### src/rtl/usb_serial_fifo_if.sv
`default_nettype none
// ============================================================================
// Module   : usb_serial_fifo_if
// Purpose  : CPU bus and usb_uart_core byte-pipe signals of usb_serial_fifo.
// Revision : 1.0
// ============================================================================
interface usb_serial_fifo_if;
  logic       cs;
  logic       we;
  logic [2:0] addr;
  logic [7:0] din;
  logic [7:0] dout;
  logic [7:0] uart_in_data;
  logic       uart_in_valid;
  logic       uart_in_ready;
  logic [7:0] uart_out_data;
  logic       uart_out_valid;
  logic       uart_out_ready;
  logic       irq;

  modport master (
    output cs, we, addr, din, uart_in_ready, uart_out_data, uart_out_valid,
    input  dout, uart_in_data, uart_in_valid, uart_out_ready, irq
  );

  modport slave (
    input  cs, we, addr, din, uart_in_ready, uart_out_data, uart_out_valid,
    output dout, uart_in_data, uart_in_valid, uart_out_ready, irq
  );
endinterface
`default_nettype wire

### src/rtl/usb_serial_fifo.sv
`default_nettype none
// ============================================================================
// Module   : usb_serial_fifo
// Purpose  : 6502-side bridge with RX/TX FIFOs, IRQs, flags and loopback.
// Revision : 1.0
// ============================================================================
module usb_serial_fifo #(
  parameter int RX_DEPTH  = 16,
  parameter int TX_DEPTH  = 16,
  parameter int TX_THRESH = 4
) (
  input  logic             clk,
  input  logic             rst_n,
  usb_serial_fifo_if.slave bus
);
  localparam int c_rx_aw = $clog2(RX_DEPTH);
  localparam int c_tx_aw = $clog2(TX_DEPTH);
  localparam int c_rx_cw = c_rx_aw + 1;
  localparam int c_tx_cw = c_tx_aw + 1;
  localparam logic [c_rx_cw-1:0] c_rx_full = c_rx_cw'(RX_DEPTH);
  localparam logic [c_tx_cw-1:0] c_tx_full = c_tx_cw'(TX_DEPTH);

  logic [7:0]         r_rx_mem [RX_DEPTH];
  logic [7:0]         r_tx_mem [TX_DEPTH];
  logic [c_rx_aw-1:0] r_rx_wp, r_rx_rp;
  logic [c_tx_aw-1:0] r_tx_wp, r_tx_rp;
  logic [c_rx_cw-1:0] r_rx_cnt;
  logic [c_tx_cw-1:0] r_tx_cnt;
  logic               r_rx_ie, r_tx_ie, r_loop, r_rx_unf, r_tx_ovf, r_irq;
  logic [7:0]         r_dout;

  logic       w_rd, w_wr, w_rx_empty, w_rx_full, w_tx_empty, w_tx_full;
  logic       w_rx_flush, w_tx_flush, w_out_ready, w_in_valid, w_lb_move;
  logic       w_rx_push, w_rx_pop, w_tx_push, w_tx_pop;
  logic       w_unf_set, w_ovf_set, w_unf_clr, w_ovf_clr, w_ctrl_wr;
  logic [7:0] w_tx_head, w_rx_wdata, w_rd_data;

  assign w_rd       = bus.cs & ~bus.we;
  assign w_wr       = bus.cs & bus.we;
  assign w_rx_empty = (r_rx_cnt == '0);
  assign w_rx_full  = (r_rx_cnt == c_rx_full);
  assign w_tx_empty = (r_tx_cnt == '0);
  assign w_tx_full  = (r_tx_cnt == c_tx_full);
  assign w_ctrl_wr  = w_wr & (bus.addr == 3'd2);
  assign w_rx_flush = w_ctrl_wr & bus.din[3];
  assign w_tx_flush = w_ctrl_wr & bus.din[4];
  assign w_unf_clr  = w_wr & (bus.addr == 3'd0) & bus.din[3];
  assign w_ovf_clr  = w_wr & (bus.addr == 3'd0) & bus.din[4];
  assign w_tx_head  = r_tx_mem[r_tx_rp];

  // Pipe handshakes follow the loopback bit as registered, so a mode switch
  // takes effect only after the cycle that writes CTRL.
  assign w_out_ready = ~r_loop & ~w_rx_full;
  assign w_in_valid  = ~r_loop & ~w_tx_empty;
  // A flush on either side cancels the move so no byte is stranded mid-way.
  assign w_lb_move   = r_loop & ~w_tx_empty & ~w_rx_full & ~w_rx_flush & ~w_tx_flush;

  assign w_rx_push  = (bus.uart_out_valid & w_out_ready) | w_lb_move;
  assign w_rx_wdata = r_loop ? w_tx_head : bus.uart_out_data;
  assign w_rx_pop   = w_rd & (bus.addr == 3'd1) & ~w_rx_empty;
  assign w_unf_set  = w_rd & (bus.addr == 3'd1) & w_rx_empty;
  assign w_tx_push  = w_wr & (bus.addr == 3'd1) & ~w_tx_full;
  assign w_ovf_set  = w_wr & (bus.addr == 3'd1) & w_tx_full;
  assign w_tx_pop   = (w_in_valid & bus.uart_in_ready) | w_lb_move;

  assign bus.uart_out_ready = w_out_ready & rst_n;
  assign bus.uart_in_valid  = w_in_valid & rst_n;
  assign bus.uart_in_data   = w_tx_head;
  assign bus.dout           = r_dout;
  assign bus.irq            = r_irq;

  always_comb begin
    w_rd_data = 8'h00;
    case (bus.addr)
      3'd0:    w_rd_data = {3'b000, r_tx_ovf, r_rx_unf, w_tx_empty, ~w_tx_full, ~w_rx_empty};
      3'd1:    w_rd_data = w_rx_empty ? 8'h00 : r_rx_mem[r_rx_rp];
      3'd2:    w_rd_data = {5'b00000, r_loop, r_tx_ie, r_rx_ie};
      3'd3:    w_rd_data = 8'(r_rx_cnt);
      3'd4:    w_rd_data = 8'(r_tx_cnt);
      default: w_rd_data = 8'h00;
    endcase
  end

  always_ff @(posedge clk) begin
    if (w_rx_push & ~w_rx_flush) r_rx_mem[r_rx_wp] <= w_rx_wdata;
    if (w_tx_push & ~w_tx_flush) r_tx_mem[r_tx_wp] <= bus.din;
  end

  always_ff @(posedge clk or negedge rst_n) begin
    if (!rst_n) begin
      r_rx_wp  <= '0;
      r_rx_rp  <= '0;
      r_rx_cnt <= '0;
    end else if (w_rx_flush) begin
      r_rx_wp  <= '0;
      r_rx_rp  <= '0;
      r_rx_cnt <= '0;
    end else begin
      if (w_rx_push) r_rx_wp <= r_rx_wp + 1'b1;
      if (w_rx_pop)  r_rx_rp <= r_rx_rp + 1'b1;
      r_rx_cnt <= r_rx_cnt + c_rx_cw'(w_rx_push) - c_rx_cw'(w_rx_pop);
    end
  end

  always_ff @(posedge clk or negedge rst_n) begin
    if (!rst_n) begin
      r_tx_wp  <= '0;
      r_tx_rp  <= '0;
      r_tx_cnt <= '0;
    end else if (w_tx_flush) begin
      r_tx_wp  <= '0;
      r_tx_rp  <= '0;
      r_tx_cnt <= '0;
    end else begin
      if (w_tx_push) r_tx_wp <= r_tx_wp + 1'b1;
      if (w_tx_pop)  r_tx_rp <= r_tx_rp + 1'b1;
      r_tx_cnt <= r_tx_cnt + c_tx_cw'(w_tx_push) - c_tx_cw'(w_tx_pop);
    end
  end

  always_ff @(posedge clk or negedge rst_n) begin
    if (!rst_n) begin
      r_dout   <= 8'h00;
      r_rx_ie  <= 1'b0;
      r_tx_ie  <= 1'b0;
      r_loop   <= 1'b0;
      r_rx_unf <= 1'b0;
      r_tx_ovf <= 1'b0;
      r_irq    <= 1'b0;
    end else begin
      if (w_rd) r_dout <= w_rd_data;
      if (w_ctrl_wr) begin
        r_rx_ie <= bus.din[0];
        r_tx_ie <= bus.din[1];
        r_loop  <= bus.din[2];
      end
      r_rx_unf <= w_unf_set | (r_rx_unf & ~w_unf_clr);
      r_tx_ovf <= w_ovf_set | (r_tx_ovf & ~w_ovf_clr);
      r_irq    <= (r_rx_ie & ~w_rx_empty) | (r_tx_ie & (32'(r_tx_cnt) <= TX_THRESH));
    end
  end
endmodule
`default_nettype wire

### src/flat_wrapper.sv
// flat-port wrapper written by rule: the top's interface ports become plain ports
module usb_serial_fifo_flat 
#(
  parameter int RX_DEPTH  = 16,
  parameter int TX_DEPTH  = 16,
  parameter int TX_THRESH = 4
)
  (clk, rst_n, bus_cs, bus_we, bus_addr, bus_din, bus_uart_in_ready, bus_uart_out_data, bus_uart_out_valid, bus_dout, bus_uart_in_data, bus_uart_in_valid, bus_uart_out_ready, bus_irq);
  usb_serial_fifo_if bus_i ();
  input  logic clk;
  input  logic rst_n;
  input wire logic [$bits(bus_i.cs)-1:0] bus_cs;
  input wire logic [$bits(bus_i.we)-1:0] bus_we;
  input wire logic [$bits(bus_i.addr)-1:0] bus_addr;
  input wire logic [$bits(bus_i.din)-1:0] bus_din;
  input wire logic [$bits(bus_i.uart_in_ready)-1:0] bus_uart_in_ready;
  input wire logic [$bits(bus_i.uart_out_data)-1:0] bus_uart_out_data;
  input wire logic [$bits(bus_i.uart_out_valid)-1:0] bus_uart_out_valid;
  output wire logic [$bits(bus_i.dout)-1:0] bus_dout;
  output wire logic [$bits(bus_i.uart_in_data)-1:0] bus_uart_in_data;
  output wire logic [$bits(bus_i.uart_in_valid)-1:0] bus_uart_in_valid;
  output wire logic [$bits(bus_i.uart_out_ready)-1:0] bus_uart_out_ready;
  output wire logic [$bits(bus_i.irq)-1:0] bus_irq;
  assign bus_i.cs = bus_cs;
  assign bus_i.we = bus_we;
  assign bus_i.addr = bus_addr;
  assign bus_i.din = bus_din;
  assign bus_i.uart_in_ready = bus_uart_in_ready;
  assign bus_i.uart_out_data = bus_uart_out_data;
  assign bus_i.uart_out_valid = bus_uart_out_valid;
  assign bus_dout = bus_i.dout;
  assign bus_uart_in_data = bus_i.uart_in_data;
  assign bus_uart_in_valid = bus_i.uart_in_valid;
  assign bus_uart_out_ready = bus_i.uart_out_ready;
  assign bus_irq = bus_i.irq;
  usb_serial_fifo #(.RX_DEPTH(RX_DEPTH), .TX_DEPTH(TX_DEPTH), .TX_THRESH(TX_THRESH)) u_core (.clk(clk), .rst_n(rst_n), .bus(bus_i));
endmodule
### config.mk
export PLATFORM = sky130hd
export DESIGN_NAME = usb_serial_fifo_flat
export DESIGN_NICKNAME = d
export VERILOG_FILES = /design/src/rtl/usb_serial_fifo_if.sv /design/src/rtl/usb_serial_fifo.sv /design/src/flat_wrapper.sv
export SDC_FILE = /design/constraint.sdc
export NUM_CORES = 1
export LEC_CHECK = 0
export ABC_AREA = 1
export BUFFER_PORTS_ARGS = -buffer_cell sky130_fd_sc_hd__buf_2
export CORE_ASPECT_RATIO = 0.8
export CORE_UTILIZATION = 66
export CTS_CLUSTER_DIAMETER = 30
export DETAILED_ROUTE_END_ITERATION = 8
export GPL_ROUTABILITY_DRIVEN = 0
export MAX_ROUTING_LAYER = met4
export PLACE_DENSITY_LB_ADDON = 0.3
export SLEW_MARGIN = 20
export SYNTH_ARGS = -nofsm -noshare
export SYNTH_HDL_FRONTEND = slang
export SYNTH_SLANG_ARGS = --single-unit
### constraint.sdc
create_clock -name clk -period 5 [get_ports clk]
set_input_delay 1 -clock clk [delete_from_list [all_inputs] [get_ports clk]]
set_output_delay 1 -clock clk [all_outputs]
set_load 0.1 [all_outputs]
# Yosys cells after proc, flatten, opt, wreduce, memory -nomap -nowiden
# Memory sizes are Yosys's and may differ from the RTL's.
# Cells that the tools add are included.
# word_totals
elab_cells	99
ram_bits	256
n_memories	2
register_bits	40
in_bits	25
out_inout_bits	19
# op_classes
n_addsub	8
bitwise	45
reduce_logical	7
order_cmp	1
muxes	17
n_eq_ne	6
# mem_list
name	words	width	rd	rd_ports_with_merged_regs	write_ports	line	source
u_core.r_rx_mem	16	8	1	0	1	usb_serial_fifo.sv:23	logic [7:0] r_rx_mem [RX_DEPTH];
u_core.r_tx_mem	16	8	1	0	1	usb_serial_fifo.sv:24	logic [7:0] r_tx_mem [TX_DEPTH];
# op_table
operator	count
8-bit one-hot mux with 5 select lines	1
4-bit two-way mux	8
1-bit bitwise AND	30
4-bit by 1-bit adder with 4-bit output (second input constant)	4
8-bit two-way mux	2
5-bit by 1-bit adder with 5-bit output	2
5-bit equality test (second input constant)	2
5-bit zero test	2
5-bit two-way mux	2
1-bit NOT	10
5-bit by 1-bit subtractor with 5-bit output	2
2-bit nonzero test	4
3-bit by 2-bit equality test with 1-bit output (second input constant)	2
5-bit by 3-bit <= comparator with 1-bit output (second input constant)	1
1-bit OR	5
1-bit two-way mux	4
3-bit by 1-bit equality test with 1-bit output (second input constant)	1
3-bit equality test (second input constant)	1
3-bit zero test	1

# Logic depth before layout (Yosys ltp)
# depth
ltp_word	10
depth_mapped	18
ltp_nobuf	18

# Worst setup path before layout
# OpenSTA, ideal clock, no wires.
# synth_path
path_kind	input port to output port
from	in rst_n
to	out bus_uart_in_valid
t_arrival_ns	2.291
cell_stages	2
slack_ns	1.709
t_required_ns	4.000
path_buffers	0
cell_sequence	inv_1 nor2_1
# synth_between
elab_chain_cells	1
# synth_rtl
element	line	source
start, declared	flat_wrapper.sv:11	input logic rst_n;
1-bit bitwise AND	usb_serial_fifo.sv:67	assign bus.uart_in_valid = w_in_valid & rst_n;
end, declared	flat_wrapper.sv:21	output wire logic [$bits(bus_i.uart_in_valid)-1:0] bus_uart_in_valid;
# No other way between the ends.

# Final worst setup path
# layout_path
from	reg u_core.r_tx_rp[1]
to	out bus_uart_in_data[3]
# layout_between
elab_chain_cells	1
# layout_rtl
element	line	source
start, declared	usb_serial_fifo.sv:26	logic [c_tx_aw-1:0] r_tx_wp, r_tx_rp;
start signal, assigned	usb_serial_fifo.sv:116	if (w_tx_pop) r_tx_rp <= r_tx_rp + 1'b1;
memory 16 x 8 bit	n/a	
end, declared	flat_wrapper.sv:20	output wire logic [$bits(bus_i.uart_in_data)-1:0] bus_uart_in_data;
# No other way between the ends.

==> results.sh <==
export IMPL_wire_per_inst_um=19.2
export IMPL_seq_area_mm2=0.00869
export IMPL_critPathArrivalTime_ns=2.97
export IMPL_synth_cells=1196
export IMPL_cp_slowest_cell="dfrtp_2"
export IMPL_fin_nets=1296
export IMPL_cts_tree="done"
export IMPL_reg2reg_to="u_core.r_tx_cnt[4]"
export IMPL_io_pins=44
export IMPL_grt_max_degree=69
export IMPL_ys_ff_latch=296
export IMPL_synth_seq_area_share=0.670
export IMPL_tightest_slew_ns=1.04
export IMPL_drt_wl_total_um=29500
export IMPL_grt_pass1_vias=8446
export IMPL_die_h_um=127
export IMPL_critPathMaxFanout=34
export IMPL_core_area_mm2=0.0191
export IMPL_antenna_found_initial=0
export IMPL_gr_total_overflow=0
export IMPL_start_kind="register"
export IMPL_setup_slack_ns=1.03
export IMPL_grt_usage=0.309
export IMPL_r2r_cells=15
export IMPL_r2r_slack_ns=1.71
export IMPL_root_buffer="clkbuf_16"
export IMPL_worst_hold_slack_ns=0.474
export IMPL_path_clk_slew_ns=0.06
export IMPL_layout_drive_gt1_share=0.124
export IMPL_cpMostUsedCell="nand2_1"
export IMPL_first_iter_violations=1178
export IMPL_skew_ns=0.0219
export IMPL_drc=0
export IMPL_syn2layout_area_growth_pct=13.6
export IMPL_place_hpwl_um=18100
export IMPL_yosysWarningCount=0
export IMPL_multi_input_area_mm2=0.00368
export IMPL_p_leak_nw=5.88
export IMPL_crit_start="u_core.r_tx_rp[1]"
export IMPL_min_to="u_core.bus.dout[3]"
export IMPL_slew_viol_final=0
export IMPL_cp_end_kind="primary output"
export IMPL_start_util=0.680
export IMPL_h_tree_depth=2
export IMPL_grt_pass1_wl_um=45700
export IMPL_max_stage_delay_ns=0.64
export IMPL_fmax_mhz=252
export IMPL_post_route_min_period_ns=3.97
export IMPL_path_class="register to primary output"
export IMPL_dieArea_mm2=0.0202
export IMPL_netlist_cell_type_count=39
export IMPL_drt_vias_per_instance=5.87
export IMPL_max_cap_viol_count=0
export IMPL_final_hold_violation_count=0
export IMPL_postCtsSetupBuffers=0
export IMPL_chipWidth_um=159
export IMPL_hold_class="register to register"
export IMPL_critPathBufInv=2
export IMPL_cts_buffer_depth=3
export IMPL_rsz0062_at_grt="false"
export IMPL_critPathRequiredTime_ns=4.00
export IMPL_synth_avg_cell_area_um2=10.8
export IMPL_hold_path_depth=2
export IMPL_row_count=45
export IMPL_finalSetupTns_ns=0
export IMPL_cts_buffers=42
export IMPL_drtPass1Iterations=5
export IMPL_synthesis_nets=1247
export IMPL_status="complete, no violations"
export IMPL_ir_drop_uv=588
export IMPL_antenna_left=0
export IMPL_rr_startpoint="u_core.r_loop"
export IMPL_relSlewSlack=0.304
export IMPL_insertedDiodeCount=0
export IMPL_cp_cell_sequence="nand2_1, clkinv_1, nand3_1, nand2_1, a31oi_1, o21ai_1, nand2_1, buf_2"
export IMPL_via_count=9023
export IMPL_critPathTopFamily="buffers and inverters"
export IMPL_finalSetupViolations=0
export IMPL_hold_buffers=0
export IMPL_clock_sinks=296
export IMPL_place_ws_ns=1.18
export IMPL_syn_area_mm2=0.0130
export IMPL_cts_resized=0
export IMPL_powerDensity_mw_per_mm2=646
export IMPL_period_share=0.794
export IMPL_min_delay_start="u_core.bus.dout[3]"
export IMPL_insertion_delay_ns=0.53
export IMPL_fill_cells=1096
export IMPL_io_buffers=43
[cells in the final DEF (no fill, tap or decap), drive strengths merged, types with 5 or more instances in the layout]
cell type	netlist	routed
a21oi	8	8
clkinv	3	23
nand2	322	322
or2	5	5
a31oi	18	18
inv	85	95
o211ai	25	25
buf	39	57
nor3	12	12
o21ai	81	81
dfrtp	40	40
edfxtp	256	256
nand3	108	108
nor2	134	134
ha	24	24
clkbuf	13	45
[sequential cells by signal (all words and copies together) (netlist names), 4 cells and up]
name / flops
u_core.r_rx_mem: 128
u_core.r_tx_mem: 128
u_core.bus.dout: 8
u_core.r_rx_cnt: 5
u_core.r_tx_cnt: 5
u_core.r_rx_rp: 4
u_core.r_rx_wp: 4
u_core.r_tx_rp: 4
u_core.r_tx_wp: 4
[how the worst max path moves through the flow]
stage	end	slack, ns	cells after the start
finish	bus_uart_in_data[3]	1.03	8
floorplan	bus_uart_in_valid	1.71	2
global placement	u_core.r_tx_cnt[4]	1.28	18
global route	bus_uart_in_data[3]	0.83	8
CTS	bus_uart_in_data[3]	0.83	8
detailed placement	u_core.r_tx_cnt[4]	1.18	18
[power breakdown]
group / switching, mW / total (mW) / internal, mW
clock network: 1.15 / 2.86 / 1.71
logic: 2.49 / 3.26 / 0.770
registers: 0.217 / 3.40 / 3.18
total: 3.86 / 9.52 / 5.66
[worst min-delay path: cells and delay by family (launching register included)]
kind / cells / cell delay [ns]
and+or+nand+nor: 2 / 0.11
DFF: 1 / 0.33
[cells in the mapped netlist, drive strengths merged]
master | n | area (um^2)
nor3b | 1 | 7.51
a31oi | 18 | 113
ha | 24 | 300
xor2 | 4 | 35.0
nor3 | 12 | 65.1
o211ai | 25 | 188
inv | 85 | 319
nand2 | 322 | 1230
clkbuf | 13 | 48.8
nand3 | 108 | 558
a22o | 1 | 8.76
nand3b | 1 | 7.51
fa | 2 | 40.0
o21ai | 81 | 409
o31ai | 2 | 15.0
edfxtp | 256 | 7690
a211oi | 2 | 15.0
clkinv | 3 | 11.3
dfrtp | 40 | 1000
nand4 | 4 | 25.0
nor2 | 134 | 543
o221ai | 1 | 8.76
a21oi | 8 | 40.0
xnor2 | 1 | 8.76
o22ai | 3 | 18.8
buf | 39 | 226
a32oi | 1 | 8.76
or2 | 5 | 31.3
[per-stage QoR]
stage	utilization	instance area, um^2	cells	power (mW)
after floorplan	-	13000	1196	5.81
after global placement	0.699	13300	1459	6.52
after detailed placement	0.699	13300	1459	6.61
after CTS	0.772	14700	1537	9.49
after global routing	0.772	14700	1537	9.94
final	0.772	14700	1537	9.52
[cells by family (layout without fill, tap and decap cells)]
family / after synthesis / after routing / share of synthesized area
compound gates: 142 / 142 / 0.0636
xor+xnor: 5 / 5 / 0.00338
fa+ha+maj: 26 / 26 / 0.0262
buf+inv: 140 / 223 / 0.0467
flops: 296 / 296 / 0.670
simple gates: 587 / 587 / 0.190
[layer usage]
| layer | up-vias | share of wire | wire [um] | global-route usage |
|---|---|---|---|---|
| met4 | 0 | 0.021 | 627 | 0.101 |
| li1 | 4211 | - | - | - |
| met2 | 559 | 0.45 | 13400 | 0.456 |
| met3 | 51 | 0.12 | 3480 | 0.0718 |
| met1 | 4202 | 0.41 | 12000 | 0.429 |
| met5 | - | 0 | 0 | - |
[layout make-up]
cell class                      instances  area share
Timing Repair Buffer                   57      0.0217
Tap cell                              258      0.0219
Clock inverter                         33      0.0213
Multi-Input combinational cell        760       0.250
Inverter                               88      0.0225
Clock buffer                           45      0.0728
Sequential cell                       296       0.590
No activity file was read; power rests on OpenSTA's default activity.
